## config.mk

```make
export PLATFORM = sky130hd
export DESIGN_NAME = riscv_csr_ctrl
export DESIGN_NICKNAME = d
export VERILOG_FILES = /design/src/rtl/riscv_csr_ctrl_pkg.sv /design/src/rtl/riscv_csr_ctrl_alu.sv /design/src/rtl/riscv_csr_ctrl.sv
export SDC_FILE = /design/constraint.sdc
export NUM_CORES = 1
export LEC_CHECK = 0
export CAP_MARGIN = 0
export CORE_ASPECT_RATIO = 0.5
export CORE_MARGIN = 3
export CORE_UTILIZATION = 37
export CTS_CLUSTER_DIAMETER = 40
export DETAILED_ROUTE_END_ITERATION = 16
export PLACE_DENSITY = 0.74
export SETUP_SLACK_MARGIN = 0.5
export SLEW_MARGIN = 30
export SYNTH_ARGS = -nofsm -noshare
export SYNTH_HDL_FRONTEND = slang
export SYNTH_SLANG_ARGS = --single-unit
export TNS_END_PERCENT = 10
```

## constraint.sdc

```tcl
create_clock -name clk -period 5.6 [get_ports clk]
set_clock_uncertainty 0.2 [all_clocks]
set_input_delay 1.12 -clock clk [delete_from_list [all_inputs] [get_ports clk]]
set_output_delay 1.12 -clock clk [all_outputs]
set_load 0.05 [all_outputs]
```

## src/rtl/riscv_csr_ctrl_pkg.sv

```systemverilog
// Shared definitions for the machine CSR access sequencer.
//   CSR_FUN          : CSR instruction function (write / set / clear)
//   CSR_ADDR_*       : addresses of the trap-handling CSRs
//   csr_ctrl_state_t : sequencer FSM states
package riscv_constants;

    // CSR_NONE is a reserved encoding; it is not a legal CSR function.
    typedef enum logic [1:0] {
        CSR_NONE = 2'b00,
        CSR_W    = 2'b01,
        CSR_S    = 2'b10,
        CSR_C    = 2'b11
    } CSR_FUN;

    localparam logic [11:0] CSR_ADDR_MEPC   = 12'h341;
    localparam logic [11:0] CSR_ADDR_MCAUSE = 12'h342;
    localparam logic [11:0] CSR_ADDR_MTVEC  = 12'h305;

    typedef enum logic [2:0] {
        IDLE    = 3'd0,
        RD      = 3'd1,
        WB      = 3'd2,
        T_EPC   = 3'd3,
        T_CAUSE = 3'd4,
        T_VEC   = 3'd5,
        M_RD    = 3'd6,
        M_OUT   = 3'd7
    } csr_ctrl_state_t;

endpackage

```

## src/rtl/riscv_csr_ctrl_alu.sv

```systemverilog
// Modify step of a CSR read-modify-write.
//   reg_data : rs1 value or zero-extended uimm
//   csr_data : current CSR value
//   fun      : CSR_W / CSR_S / CSR_C
//   alu_out  : new CSR value
module riscv_csr_alu
    import riscv_constants::*;
#(
    parameter int WORD_LENGTH = 32
) (
    input  logic [WORD_LENGTH-1:0] reg_data,
    input  logic [WORD_LENGTH-1:0] csr_data,
    input  CSR_FUN                 fun,
    output logic [WORD_LENGTH-1:0] alu_out
);

    always_comb begin
        alu_out = csr_data;
        case (fun)
            CSR_W:   alu_out = reg_data;
            CSR_S:   alu_out = csr_data | reg_data;
            CSR_C:   alu_out = csr_data & ~reg_data;
            default: alu_out = csr_data;
        endcase
    end

endmodule

```

## src/rtl/riscv_csr_ctrl.sv

```systemverilog
// Machine CSR access sequencer. Owns the single CSR read and write ports and
// arbitrates trap entry > mret > CSR instruction.
//   req_*      : CSR instruction handshake and operands
//   rsp_*      : one-cycle response (old CSR value / illegal flag)
//   trap_*     : trap entry handshake, cause and faulting PC
//   mret_*     : mret handshake
//   redirect_* : one-cycle fetch redirect
//   csr_r*     : CSR file read port (data returns the cycle after csr_re)
//   csr_w*     : CSR file write port
module riscv_csr_ctrl
    import riscv_constants::*;
#(
    parameter int WORD_LENGTH = 32
) (
    input  logic                   clk,
    input  logic                   rst_n,
    input  logic                   req_valid,
    output logic                   req_ready,
    input  CSR_FUN                 req_fun,
    input  logic [11:0]            req_addr,
    input  logic [WORD_LENGTH-1:0] req_src,
    input  logic                   req_src_zero,
    output logic                   rsp_valid,
    output logic [WORD_LENGTH-1:0] rsp_rdata,
    output logic                   rsp_illegal,
    input  logic                   trap_valid,
    output logic                   trap_ready,
    input  logic [WORD_LENGTH-1:0] trap_cause,
    input  logic [WORD_LENGTH-1:0] trap_pc,
    input  logic                   mret_valid,
    output logic                   mret_ready,
    output logic                   redirect_valid,
    output logic [WORD_LENGTH-1:0] redirect_pc,
    output logic                   csr_re,
    output logic [11:0]            csr_raddr,
    input  logic [WORD_LENGTH-1:0] csr_rdata,
    input  logic                   csr_rhit,
    output logic                   csr_we,
    output logic [11:0]            csr_waddr,
    output logic [WORD_LENGTH-1:0] csr_wdata
);

    localparam logic [WORD_LENGTH-1:0] PC_ALIGN = ~{{(WORD_LENGTH-2){1'b0}}, 2'b11};

    csr_ctrl_state_t        state_q, state_d;
    CSR_FUN                 fun_q, fun_d;
    logic [11:0]            addr_q, addr_d;
    logic [WORD_LENGTH-1:0] src_q, src_d;
    logic                   src_zero_q, src_zero_d;
    logic [WORD_LENGTH-1:0] epc_q, epc_d;
    logic [WORD_LENGTH-1:0] cause_q, cause_d;

    logic [WORD_LENGTH-1:0] alu_out;
    logic                   wr;
    logic                   fun_ok;
    logic                   illegal;

    riscv_csr_alu #(.WORD_LENGTH(WORD_LENGTH)) u_alu (
        .reg_data (src_q),
        .csr_data (csr_rdata),
        .fun      (fun_q),
        .alu_out  (alu_out)
    );

    // Write decision: CSRS/CSRC with a zero source never write, so they may
    // legally read a read-only CSR.
    always_comb begin
        fun_ok  = (fun_q == CSR_W) || (fun_q == CSR_S) || (fun_q == CSR_C);
        wr      = (fun_q == CSR_W) | ~src_zero_q;
        illegal = ~csr_rhit | (wr & (addr_q[11:10] == 2'b11)) | ~fun_ok;
    end

    always_comb begin
        state_d    = state_q;
        fun_d      = fun_q;
        addr_d     = addr_q;
        src_d      = src_q;
        src_zero_d = src_zero_q;
        epc_d      = epc_q;
        cause_d    = cause_q;

        req_ready      = 1'b0;
        trap_ready     = 1'b0;
        mret_ready     = 1'b0;
        rsp_valid      = 1'b0;
        rsp_rdata      = '0;
        rsp_illegal    = 1'b0;
        redirect_valid = 1'b0;
        redirect_pc    = '0;
        csr_re         = 1'b0;
        csr_raddr      = '0;
        csr_we         = 1'b0;
        csr_waddr      = '0;
        csr_wdata      = '0;

        case (state_q)
            IDLE: begin
                // Only the highest-priority pending source sees ready.
                if (trap_valid) begin
                    trap_ready = 1'b1;
                    epc_d      = trap_pc;
                    cause_d    = trap_cause;
                    state_d    = T_EPC;
                end else if (mret_valid) begin
                    mret_ready = 1'b1;
                    state_d    = M_RD;
                end else if (req_valid) begin
                    req_ready  = 1'b1;
                    fun_d      = req_fun;
                    addr_d     = req_addr;
                    src_d      = req_src;
                    src_zero_d = req_src_zero;
                    state_d    = RD;
                end
            end
            RD: begin
                csr_re    = 1'b1;
                csr_raddr = addr_q;
                state_d   = WB;
            end
            WB: begin
                rsp_valid   = 1'b1;
                rsp_illegal = illegal;
                rsp_rdata   = illegal ? '0 : csr_rdata;
                csr_we      = wr & ~illegal;
                csr_waddr   = (wr & ~illegal) ? addr_q : 12'h000;
                csr_wdata   = (wr & ~illegal) ? alu_out : '0;
                state_d     = IDLE;
            end
            T_EPC: begin
                csr_we    = 1'b1;
                csr_waddr = CSR_ADDR_MEPC;
                csr_wdata = epc_q & PC_ALIGN;
                state_d   = T_CAUSE;
            end
            T_CAUSE: begin
                csr_we    = 1'b1;
                csr_waddr = CSR_ADDR_MCAUSE;
                csr_wdata = cause_q;
                csr_re    = 1'b1;
                csr_raddr = CSR_ADDR_MTVEC;
                state_d   = T_VEC;
            end
            T_VEC: begin
                // Direct mode only: the mode bits are simply masked off.
                redirect_valid = 1'b1;
                redirect_pc    = csr_rdata & PC_ALIGN;
                state_d        = IDLE;
            end
            M_RD: begin
                csr_re    = 1'b1;
                csr_raddr = CSR_ADDR_MEPC;
                state_d   = M_OUT;
            end
            M_OUT: begin
                redirect_valid = 1'b1;
                redirect_pc    = csr_rdata;
                state_d        = IDLE;
            end
            default: state_d = IDLE;
        endcase
    end

    always_ff @(posedge clk or negedge rst_n) begin
        if (!rst_n) begin
            state_q <= IDLE;
        end else begin
            state_q <= state_d;
        end
    end

    // Operand latches are only consumed in states entered after a load.
    always_ff @(posedge clk) begin
        fun_q      <= fun_d;
        addr_q     <= addr_d;
        src_q      <= src_d;
        src_zero_q <= src_zero_d;
        epc_q      <= epc_d;
        cause_q    <= cause_d;
    end

endmodule

```

[After elaboration in Yosys (flattened, before gate mapping)]
Cells that the tools add are included.
Operators by class
  eq/ne operators: 12
  multiplexer cells: 27
  bitwise operators: 14
  reductions and logical operators: 9
Operators with widths (count)
  32-bit case mux with 3 select lines: 2
  32-bit two-way mux: 3
  12-bit case mux with 3 select lines: 2
  32-bit case mux with 2 select lines: 1
  32-bit bitwise AND: 1
  32-bit NOT: 1
  32-bit OR: 1
  3-bit case mux with 6 select lines: 1
  1-bit two-way mux: 13
  3-bit == test, second input constant: 4
  12-bit two-way mux: 1
  3-bit two-way mux: 3
  2-bit == test, second input constant: 3
  3-bit by 2-bit == test with 1-bit output, second input constant: 2
  1-bit NOT: 6
  3-bit OR reduction: 2
  4-bit inequality test, second input constant: 1
  4-bit AND reduction: 1
  2-bit OR reduction: 2
  3-bit by 1-bit == test with 1-bit output, second input constant: 1
  3-bit zero test: 1
  1-bit OR: 3
  1-bit bitwise AND: 2
  2-bit by 1-bit == test with 1-bit output, second input constant: 1
  3 further kinds: 4
Storage, ports and cells
  flip-flop bits (word level): 114
  input port bits: 149
  output and inout port bits: 128
  logic and storage cells: 69

[Depth between registers and ports, before layout]
  depth after elaboration: 9
  mapped depth: 6
  depth with buffers taken out: 3

[Modules after synthesis]
From an unflattened synthesis, not the netlist that was laid out.
Unflattened totals
  cells, all modules: 473
  area, all modules: 5753.0 µm²
Modules (own cells, without submodules)
  riscv_csr_ctrl: instances 1, cells an instance 331, area an instance 4824.6 µm², sequential area each 3348.2 µm²
  riscv_csr_alu: instances 1, cells an instance 142, area an instance 928.4 µm², sequential area each 0.0 µm²

[Worst setup path before layout]
OpenSTA, ideal clock, no wires.
  path kind: input -> output
  start point: input port trap_valid
  end point: output port trap_ready
  arrival: 4.333 ns
  setup slack: -0.053 ns
  stages: 2
  path buffers: 0
  path through: inv_1 nor2_1
On the way
  word-level cells in the longest chain between the ends: 2
RTL lines
  start: declaration: RTL line riscv_csr_ctrl.sv:26  | input logic trap_valid,
  1-bit two-way mux: RTL line riscv_csr_ctrl.sv:99  | if (trap_valid) begin
  1-bit two-way mux: RTL line riscv_csr_ctrl.sv:96  | case (state_q)
  end: declaration: RTL line riscv_csr_ctrl.sv:27  | output logic trap_ready,
No other way between the ends.

[Worst setup path after layout]
  start point: input port csr_rhit
  end point: output port csr_wdata[10]
On the way
  word-level cells in the longest chain between the ends: 7
RTL lines
  start: declaration: RTL line riscv_csr_ctrl.sv:37  | input logic csr_rhit,
  1-bit NOT: RTL line riscv_csr_ctrl.sv:70  | illegal = ~csr_rhit | (wr & (addr_q[11:10] == 2'b11)) | ~fun_ok;
  1-bit OR (2 in series): RTL line riscv_csr_ctrl.sv:70
  1-bit NOT: RTL line riscv_csr_ctrl.sv:127  | csr_wdata = (wr & ~illegal) ? alu_out : '0;
  1-bit bitwise AND: RTL line riscv_csr_ctrl.sv:127
  32-bit two-way mux: RTL line riscv_csr_ctrl.sv:127
  32-bit case mux with 3 select lines: RTL line riscv_csr_ctrl.sv:96
  end: declaration: RTL line riscv_csr_ctrl.sv:40  | output logic [WORD_LENGTH-1:0] csr_wdata
No other way between the ends.

==> results.yml <==
run_status:
  status: "finished clean"
synth:
  syn-cell-area_sq_um: 5620
  async_flop_share: 0.0268
  yosysTopAreaCell: "edfxtp_1"
  syn-num-nets: 601
  ys_top_cells_by_area: "edfxtp_1, and2_1, and3_1"
  ys_types: 42
  yosysTopAreaCellShare: 0.582
  syn_inst: 452
  yosysWarnings: 0
  syn_area_per_cell_sq_um: 12.4
  ys_seq_area_frac: 0.596
  synth-edff-count: 109
  synth_ff_type: "edfxtp_1"
  ys_ff_latch: 112
worst_hold_path:
  hold_depth: 2
  hold_class: "reg -> reg"
setup_path:
  worstPathArrival_ns: 3.60
  critPathCaptureType: "output port"
  cp_max_fo: 14
  ff2ff_path_depth: 5
  start_kind: "input port"
  crit_type: "in -> out"
  required_ns: 4.28
clock_tree:
  clk_pin_slew_ns: 0.07
  cts_tree: "done"
  postCtsSetupBuffers: 0
  root_buffer: "clkbuf_16"
  cts-buffers-inserted: 9
  hold_buffers: 0
  clock_latency_ns: 0.34
  cts-htree-levels: 3
  cts_sinks: 112
  clock_path_buffers: 2
layout:
  antenna-diode-count: 0
  fillCellCount: 1156
  synthToLayoutAreaGrowth_pct: 57.4
  final_area_sq_um: 8850
  fin_nets: 860
  drive_gt1_frac: 0.0712
  layout_commonest_cell: "clkdlybuf4s50_1"
  fin_util: 0.604
  final_cell_mix: "clkdlybuf4s50_1, edfxtp_1, and2_1"
placement:
  gp_congestion: 0.780
  dp_hpwl_mm: 13.0
  place.port_buffers: 274
  placed_area_sq_um: 8570
detailed_routing:
  routedWlPerCell_um: 19.6
  dr.pass1.iters: 4
  initialDrtViolationCount: 187
  drc_errors: 0
  ant_nets: 0
  vias_per_cell: 5.16
  vias: 4713
  wl_mm: 17.9
power:
  cellPowerDensity_nw_per_um2: 427
  ir_drop_uv: 204
  p_leak_nw: 3.10
die:
  ios: 277
  die_y_um: 93.2
  rows: 31
  core_region_area_sq_um: 14700
  start_util: 0.383
  die_area_sq_um: 16800
  dieWidth_um: 180
global_routing:
  grtUsageTotal: 0.205
  grt_overflow_total: 0
  grt_pass1_vias: 4752
  grt_pass1_wl_mm: 26.8
  grt_max_degree: 66
  antenna_found_initial: 0
timing:
  rsz0062_at_grt: "no"
  setup_tns_ns: 0
  setup_viol: 0
  min_period_ns: 4.92
  worstMarginPinSlew_ns: 0.859
  hold_violations: 0
  min_period_over_period: 0.878
  slew_violations: 0
  slew_headroom: 0.427
  max_freq_mhz: 203
flow_run:
  drv_cap: 0
-- layer usage --
metal	vias up	routed length (um)	part of all wire	global-route usage
met4	0	552	0.031	0.0721
met1	2269	7150	0.40	0.248
met5	-	0	0	0
met2	155	9410	0.52	0.373
li1	2247	-	-	-
met3	42	840	0.047	0.0389
-- worst max-delay path, cell delays in order --
cell,delay [ns]
clkdlybuf4s50_1,0.47
a21boi_1,0.35
nand3_2,0.33
buf_4,0.32
o21ai_1,0.17
clkdlybuf4s50_1,0.83
-- repair_timing --
item	in CTS	in global routing
setup endpoints to repair	0	1
gates resized for setup	0	1
endpoints found under the hold margin	0	0
-- sequential cells by signal (all words and copies together) (netlist names) --
signal	flops
addr_q	12
cause_q	32
epc_q	30
src_zero_q	1
src_q	32
fun_q	2
state_q	3
-- metrics by stage --
step / power (mW) / worst slack [ns] / instances / hold slack, ns
finish: 3.78 / 0.681 / 914 / 0.523
floorplan: 2.45 / 1.16 / 452 / 0.621
global route: 3.94 / 0.502 / 914 / 0.555
global placement: 3.17 / 0.654 / 897 / 0.489
CTS: 3.81 / 0.643 / 914 / 0.538
detailed placement: 3.19 / 0.662 / 898 / 0.519
-- worst paths after layout --
| check | start | endpoint | slack [ns] |
|---|---|---|---|
| max in group asynchronous | rst_n | state_q[0] | 4.31 |
| worst min-delay path | state_q[1] | state_q[1] | 0.52 |
| worst min register to register | state_q[1] | state_q[1] | 0.52 |
| min in group asynchronous | rst_n | state_q[1] | 0.75 |
| worst max-delay path | csr_rhit | csr_wdata[10] | 0.68 |
| worst max register to register | state_q[0] | src_q[10] | 2.74 |
-- synth_stat cells, types with 2 or more instances --
cell       count
clkbuf_1      15
mux2_2         9
buf_2         22
inv_1          3
o32ai_1        2
a22oi_1       30
a21oi_1        6
o21bai_1       3
o21a_1        23
nor2_1        13
nor3b_1        3
nand2b_1       2
nand3_1        9
xnor2_1       23
a311o_1        3
nor2b_1        5
and3_1        39
o31ai_1       10
o21ai_1       21
a21o_1         3
o2bb2ai_1     24
nor3_1         2
nand2_1        4
o21ai_0        9
buf_4          2
and2_1        41
edfxtp_1     109
dfrtp_1        3
-- where the power goes --
part	internal [mW]	switching, mW	total, mW
sequential	1.06	0.0508	1.11
clock	0.308	0.306	0.614
combinational	0.682	1.37	2.06
-- cell type report --
class                   instances  area [sq um]  area share
clock buffers                   9           225      0.0254
clock inverters                 7          53.8     0.00608
inverters                       3          11.3     0.00127
multi-input cells             296          2100       0.237
flip-flops and latches        112          3350       0.378
well taps                     198           248      0.0280
repair buffers                289          2870       0.324
-- logic make-up after synthesis --
kind of cell,after synthesis,synth area share
AO/OA/AOI/OAI,139,0.181
XOR/XNOR,23,0.0358
buffers and inverters,44,0.0358
flip-flops,112,0.596
multiplexers,9,0.0180
AND/OR/NAND/NOR,125,0.134
Note: power is estimated with default switching activity, not from simulation.
